<file path="src/rtl/multi_finish_counter.sv">
// Multi-channel event counter with an IDLE/RUN/DONE/TIMEOUT run controller.
// It signals end-of-test once every channel has reached LIMIT, or flags a timeout.
module multi_finish_counter #(
    parameter int          WIDTH    = 32,
    parameter int          CHANNELS = 2,
    parameter int unsigned LIMIT    = 3,
    parameter int          MODE     = 0,
    parameter int unsigned TIMEOUT  = 0
) (
    input  logic                      clk,
    input  logic                      reset_l,
    input  logic                      start,
    input  logic [CHANNELS-1:0]       en,
    input  logic [CHANNELS-1:0]       clr,
    output logic [CHANNELS*WIDTH-1:0] count,
    output logic [CHANNELS-1:0]       hit,
    output logic [WIDTH-1:0]          cycles,
    output logic                      busy,
    output logic                      done,
    output logic                      timeout_err
);

    localparam logic [1:0] S_IDLE    = 2'd0;
    localparam logic [1:0] S_RUN     = 2'd1;
    localparam logic [1:0] S_DONE    = 2'd2;
    localparam logic [1:0] S_TIMEOUT = 2'd3;

    localparam logic [WIDTH-1:0] LIMIT_W  = WIDTH'(LIMIT);
    localparam logic [WIDTH-1:0] TMO_LAST = WIDTH'(TIMEOUT - 1);
    localparam bit               TMO_EN   = (TIMEOUT != 0);
    localparam bit               WRAP     = (MODE == 1);

    if (LIMIT == 0 || (64'(LIMIT) >> WIDTH) != 64'd0) begin : g_bad_limit
        $error("multi_finish_counter: LIMIT must lie in 1 .. 2**WIDTH-1");
    end
    if (CHANNELS < 1) begin : g_bad_channels
        $error("multi_finish_counter: CHANNELS must be at least 1");
    end

    logic [1:0]                     state_q, state_d;
    logic [CHANNELS-1:0][WIDTH-1:0] count_q, count_d;
    logic [CHANNELS-1:0]            hit_q, hit_d;
    logic [WIDTH-1:0]               cycles_q, cycles_d;
    logic                           run;
    logic                           arm;

    assign run = (state_q == S_RUN);
    assign arm = start && !run;

    // Finishing beats timing out when both become true on the same edge.
    always_comb begin
        state_d = state_q;
        case (state_q)
            S_RUN: begin
                if (&hit_q) begin
                    state_d = S_DONE;
                end else if (TMO_EN && cycles_q == TMO_LAST) begin
                    state_d = S_TIMEOUT;
                end
            end
            default: begin
                if (start) begin
                    state_d = S_RUN;
                end
            end
        endcase
    end

    // Per channel: arm clears everything, then clr beats en; hit is sticky until re-armed.
    always_comb begin
        count_d = count_q;
        hit_d   = hit_q;
        if (arm) begin
            count_d = '0;
            hit_d   = '0;
        end else begin
            for (int i = 0; i < CHANNELS; i++) begin
                if (clr[i]) begin
                    count_d[i] = '0;
                end else if (run && en[i]) begin
                    if (count_q[i] == LIMIT_W) begin
                        count_d[i] = WRAP ? '0 : count_q[i];
                    end else begin
                        count_d[i] = count_q[i] + WIDTH'(1);
                    end
                end
                if (run && count_d[i] == LIMIT_W) begin
                    hit_d[i] = 1'b1;
                end
            end
        end
    end

    always_comb begin
        cycles_d = cycles_q;
        if (arm) begin
            cycles_d = '0;
        end else if (run && cycles_q != '1) begin
            cycles_d = cycles_q + WIDTH'(1);
        end
    end

    always_ff @(posedge clk or negedge reset_l) begin
        if (!reset_l) begin
            state_q  <= S_IDLE;
            count_q  <= '0;
            hit_q    <= '0;
            cycles_q <= '0;
        end else begin
            state_q  <= state_d;
            count_q  <= count_d;
            hit_q    <= hit_d;
            cycles_q <= cycles_d;
        end
    end

    assign count       = count_q;
    assign hit         = hit_q;
    assign cycles      = cycles_q;
    assign busy        = (state_q == S_RUN);
    assign done        = (state_q == S_DONE);
    assign timeout_err = (state_q == S_TIMEOUT);

    for (genvar g = 0; g < CHANNELS; g++) begin : g_chk
        a_count_le_limit: assert property (@(posedge clk) disable iff (!reset_l)
            count_q[g] <= LIMIT_W);
        c_hit_rise: cover property (@(posedge clk) disable iff (!reset_l)
            $rose(hit_q[g]));
    end

    a_done_xor_timeout: assert property (@(posedge clk) disable iff (!reset_l)
        !(done && timeout_err));
    c_enter_done: cover property (@(posedge clk) disable iff (!reset_l)
        run && state_d == S_DONE);
    c_enter_timeout: cover property (@(posedge clk) disable iff (!reset_l)
        run && state_d == S_TIMEOUT);

endmodule
</file>
<file path="config.mk">
export PLATFORM = sky130hd
export DESIGN_NAME = multi_finish_counter
export DESIGN_NICKNAME = d
export VERILOG_FILES = /design/src/rtl/multi_finish_counter.sv
export SDC_FILE = /design/constraint.sdc
export NUM_CORES = 1
export LEC_CHECK = 0
export BUFFER_PORTS_ARGS = -buffer_cell sky130_fd_sc_hd__buf_2
export CORE_ASPECT_RATIO = 1.1
export CORE_MARGIN = 1
export CORE_UTILIZATION = 61
export DETAILED_ROUTE_END_ITERATION = 8
export PLACE_DENSITY = 0.85
export SYNTH_ARGS = -nofsm -noshare
export SYNTH_HDL_FRONTEND = slang
export SYNTH_SLANG_ARGS = --single-unit
</file>
<file path="constraint.sdc">
create_clock -name clk -period 4.2 [get_ports clk]
set_input_delay 0.21 -clock clk [delete_from_list [all_inputs] [get_ports clk]]
set_output_delay 0.21 -clock clk [all_outputs]
set_load 0.01 [all_outputs]
</file>
Yosys cells after proc, flatten, opt, wreduce, memory -nomap -nowiden
Index checks and enable logic that the tools add are counted.
Widths: inputs -> output; s select.
{"block": "word_totals", "ff_bits": 100, "latchBits": 0, "ramBits": 0, "mem_bits_ro": 0, "in_bits": 7, "output_inout_bits": 101, "word_cells": 48, "mem_count": 0}
{"block": "classes", "add_sub_neg": 3, "mul": 0, "n_div": 0, "order_cmp": 0, "eq_ne": 9, "shifts": 0, "n_mux": 17, "n_bitwise": 0, "reduce_logical": 13}
{"op": "$mux 32", "count": 10}
{"op": "$eq 32x2->1 const B", "count": 4}
{"op": "$add 32x1->32 const B", "count": 3}
{"op": "$mux 64", "count": 1}
{"op": "$ne 32x32->1 const B", "count": 1}
{"op": "$mux 2", "count": 4}
{"op": "$reduce_bool 2->1", "count": 4}
{"op": "$logic_and 1x1->1", "count": 6}
{"op": "$eq 2x2->1 const B", "count": 2}
{"op": "$reduce_and 2->1", "count": 2}
{"op": "$eq 2x1->1 const B", "count": 1}
{"op": "$mux 1", "count": 2}
{"op": "$ne 2x1->1 const B", "count": 1}
{"op": "$logic_not 1->1", "count": 1}

Depth between registers and ports, before layout
{"block": "logic_depth", "word_depth": 9, "mapped_depth": 10, "ltp_nobuf": 9}

Least setup slack after synthesis
OpenSTA, ideal clock, no wires.
{"block": "synth_timing", "kind": "register to register", "startpoint": "register count_q (netlist bit count[11])", "endpoint": "register hit_q[0], in the netlist hit[0]", "setup_time_ps": 103, "t_arrival_ps": 2602, "required_ps": 4097, "setup_slack_ps": 1495, "stages_incl_launch_ff": 10, "path_buffers": 1, "synth_period_minus_slack_ps": 2705, "cell_sequence": "dfrtp_1 buf_4 nand4_1 or4_2 nor4_1 xnor2_1 a21oi_1 nor4_1 nand4_1 o41ai_2"}
{"block": "synth_via", "elab_chain_len": 8, "elab_cells_between_ends": 9, "cone_classes": "1 x add/sub; 2 x eq/ne; 4 x mux; 2 x reduce/logical"}
{"element": "start: declaration", "line": "41", "source": "logic [CHANNELS-1:0][WIDTH-1:0] count_q, count_d;"}
{"element": "start signal: assignment", "line": "111", "source": "count_q <= count_d;"}
{"element": "$add 32x1->32 or $eq 32x2->1 (tied branches)", "line": "84, 81"}
{"element": "$mux 32", "line": "81", "source": "if (count_q[i] == LIMIT_W) begin"}
{"element": "$mux 32 *", "line": "80", "source": "end else if (run && en[i]) begin"}
{"element": "$mux 32 *", "line": "78", "source": "if (clr[i]) begin"}
{"element": "$mux 32 *", "line": "73", "source": "if (arm) begin"}
{"element": "$eq 32x2->1 *", "line": "87", "source": "if (run && count_d[i] == LIMIT_W) begin"}
{"element": "$logic_and 1x1->1 *", "line": "87"}
{"element": "$reduce_bool 2->1 (no line) *"}
{"element": "end signal: assignment", "line": "112", "source": "hit_q <= hit_d;"}
{"element": "end: declaration", "line": "42", "source": "logic [CHANNELS-1:0] hit_q, hit_d;"}
Mark *: on every way between the ends. The rest lies on a longest branch, timed or not. The select of a mux whose other input is x is not followed.
A chain may end at the register's enable or synchronous reset.

Final worst setup path
{"block": "layout_timing", "startpoint": "register count_q (netlist bit count[32])", "endpoint": "register hit_q[1], in the netlist hit[1]"}
The elaborated chain is that of the path after synthesis.

==> results by group <==
Run status
  – Status: complete, no violations

Synth
  – Fraction of registers with async set/reset: 100%
  – Synthesized area: ~6000 sq um
  – Sequential area share after synthesis: between 40% and 50%
  – Ys Warns: 0
  – Avg Inst Size Synth: roughly 8.7 sq um
  – Mapped Cells: 689
  – Ys flop type: dfrtp_1
  – Synthesized flop and latch total: 100
  – Distinct cells, synth: 66
  – Syn nets: between 600 and 700
  – Post-synth EDFFs: 0

Worst setup path
  – Worst setup path class: reg2reg
  – Critical Path RT: approximately 4.5 ns
  – Critical path endpoint category: register
  – Cell chain of the critical path: ha_1 > nor4b_1 > nand4_1 > nor3_2 > nor2_1 > and3_1 > o31ai_1 > a31oi_1 > o31ai_1
  – Worst EP arrival: roughly 3.5 ns
  – Top cell by count, worst path: o31ai_1
  – Crit-path max cell delay: between 0.5 and 0.6 ns
  – Worst setup SP type: register
  – Slowest CP cell: nor3_2
  – Crit Path Max Fanout: 10

Pwr
  – Total internal power: 1.52 mW
  – Worst vdd rail ir drop: between 0.2 and 0.3 mV
  – Leak Pwr: around 3.1 nW
  – Pwr dens: approximately 350 nW/um^2
  – Flop pwr share: between 40 and 50%
  – Clock power frac: 26.1%
  – Switch share: 35.7%
  – Psw: ~840 uW
  – Combinational cell fraction of total power: 26.6%

Timing
  – Clk_skew: just over 0.008 ns
  – RSZ-0062 raised after global routing: no
  – Worst slew margin: roughly a third
  – Final Hold Slack: roughly 0.077 ns
  – Crit share post-route: 77.4%
  – Final WS setup: approximately 0.95 ns
  – Final hold vios: 0
  – Max Freq: around 0.31 GHz
  – Slew Limit Fails: 0
  – Setup violators final: 0
  – Worst slew pin tran: 0.996 ns
  – Fin Setup TNS: 0 ns
  – Min Clock Period, post-route: between 3 and 4 ns

Finish
  – Area grow syn2layout: 12.9%
  – Final #Nets: 791
  – Final antenna diode count: 0
  – Fillers: approximately 800
  – Share of layout cells above drive strength 1: a little under a fifth
  – Fin area: a little under 7000 sq um

Place
  – Post-detail-place hpwl: 11.1 mm
  – Placer Congestion: 0.979
  – Dpl ws: 1.05 ns
  – # port buffers: between 100 and 150
  – Placed cell area: about 6500 sq um

Floorplanning
  – # rows: 37
  – Height of the die: 106 microns
  – Initial core utilization: a little under two thirds
  – DIE WIDTH: roughly 96 microns
  – Die area: around 10000 sq um
  – IO Count: 108
  – Core area: between 9000 and 10000 sq um

Clocking
  – Clock Tree Buf Depth: 2
  – Post-CTS Resized: 0
  – Reg clk slew, reported paths: about 0.1 ns
  – Worst-skew pair later-pin latency: around 0.37 ns
  – # clock sinks: 100
  – Total CTS buffers: 9
  – CTS tree: yes
  – CTS root buf: clkbuf_8
  – Max H-tree Level: 3

Job
  – Maxcap violations: 0

Detailed routing
  – DR WL/cell: around 17 microns
  – Initial DRC Count: about 440
  – ANT nets after route: 0
  – Vias: 5632
  – Final WL: 15.1 mm
  – Residual DRC count: 0
  – Vias per std cell: approximately 6.2
  – Pre-antenna DRT Iters: 7

Worst hold path
  – Min-Delay Path Class: in2reg

Global routing
  – Vias in the first global route: 5333
  – Tot GR Track Use: roughly 31%
  – Largest net degree at the start of global routing: 73
  – Global-route wire length before repair: 24.8 mm
  – Remaining Overflow, GRT: 0
  – Antenna violations before repair: 0
## worst paths after layout
check | slack (ns) | depth (start not counted) | startpoint | end
max in group asynchronous | 2.75 | 3 | reset_l | count[36]
min | 0.08 | 2 | start | state_q[1]
min reg2reg | 0.55 | 1 | cycles[12] | cycles[12]
min in group asynchronous | 0.50 | 2 | reset_l | count[13]
max reg2reg | 0.95 | 9 | count[32] | hit[1]
max | 0.95 | 9 | count[32] | hit[1]
## what timing repair did
item | in CTS | in global routing
hold buffers | 1 | 0
hold endpoints to repair | 22 | 0
setup buffers | 0 | 0
## through the flow
stage	instances	util, %	power, mW
final	903	71.5	2.37
after global routing	903	71.5	2.50
after CTS	903	71.5	2.38
after detailed placement	886	69.3	1.76
after global placement	886	69.3	1.73
after floorplan	689	-	1.53
## cell usage after synthesis, drive strengths merged (17+ instances only)
cell type / n / share of area (%)
nand3: 44 / 3.7
nand2: 58 / 3.6
nor2: 120 / 7.5
nor4: 23 / 2.9
nand4: 34 / 3.7
xnor2: 49 / 7.3
dfrtp: 100 / 42
nor3: 38 / 3.3
and3: 17 / 1.8
o21ai: 21 / 1.9
clkbuf: 23 / 1.4
xor2: 39 / 5.7
## state kept, by name, indices dropped and copies added (netlist names)
register  count
hit           2
state_q       2
cycles       32
count        64
## per-layer routing
metal | wire (microns) | part of all wire (%) | track usage (%)
met4 | 566 | 3.7 | 15.7
met5 | 0 | 0 | 0
met1 | 6070 | 40 | 39.1
met2 | 7440 | 49 | 50.8
met3 | 1060 | 7.0 | 6.71
## power groups by stage
stage | Sequential [mW] | Combinational, mW | Clock, mW
2_1_floorplan | 1.14 | 0.387 | 0
3_3_place_gp | 1.13 | 0.606 | 0
3_5_place_dp | 1.14 | 0.626 | 0
4_1_cts | 1.12 | 0.629 | 0.633
5_1_grt | 1.13 | 0.698 | 0.674
6_report | 1.12 | 0.629 | 0.617
## kinds of logic after synthesis
family                   after synthesis  synth area share (%)
buffers and inverters                 46                  3.35
multiplexers                           7                  1.23
AND/OR/NAND/NOR                      378                  31.9
flip-flops                           100                  41.8
adder cells (fa/ha/maj)                4                 0.795
XOR/XNOR                              88                  13.0
AO/OA/AOI/OAI                         66                  7.84
## final cells by class
| class | count | area (sq um) | share of cell area, % |
|---|---|---|---|
| clock buffer | 12 | 145 | 2.15 |
| sequential | 100 | 2500 | 37.1 |
| inverter | 16 | 60.1 | 0.889 |
| clock inverter | 4 | 48.8 | 0.723 |
| multi-input combinational | 543 | 3280 | 48.6 |
| tap | 117 | 146 | 2.17 |
| timing repair buffer | 111 | 571 | 8.45 |
## layout by cell type, fill, tap and decap left out, types with 5 or more instances in the layout
master,Yosys,layout
xnor2_1,48,48
nor2_1,120,120
a21oi_1,9,9
buf_2,1,106
xor2_1,39,39
nand3_1,44,44
o21ai_0,19,19
nor3_1,37,37
nand4_1,33,33
inv_1,15,15
clkbuf_8,0,10
a31oi_1,5,5
and3_1,17,17
o31ai_1,5,5
nor4_1,20,20
nand2b_1,6,6
dfrtp_1,100,100
or3_1,7,7
nand2_1,58,58
and2_1,5,5
and4_1,6,6
## critical path, delay by kind of cell (launching register included)
| kind | cells | cell delay, ns |
|---|---|---|
| simple gates | 5 | 1.63 |
| compound gates | 3 | 0.65 |
| fa+ha+maj | 1 | 0.37 |
| flops | 1 | 0.51 |
Power figures use the tool's default switching activity.
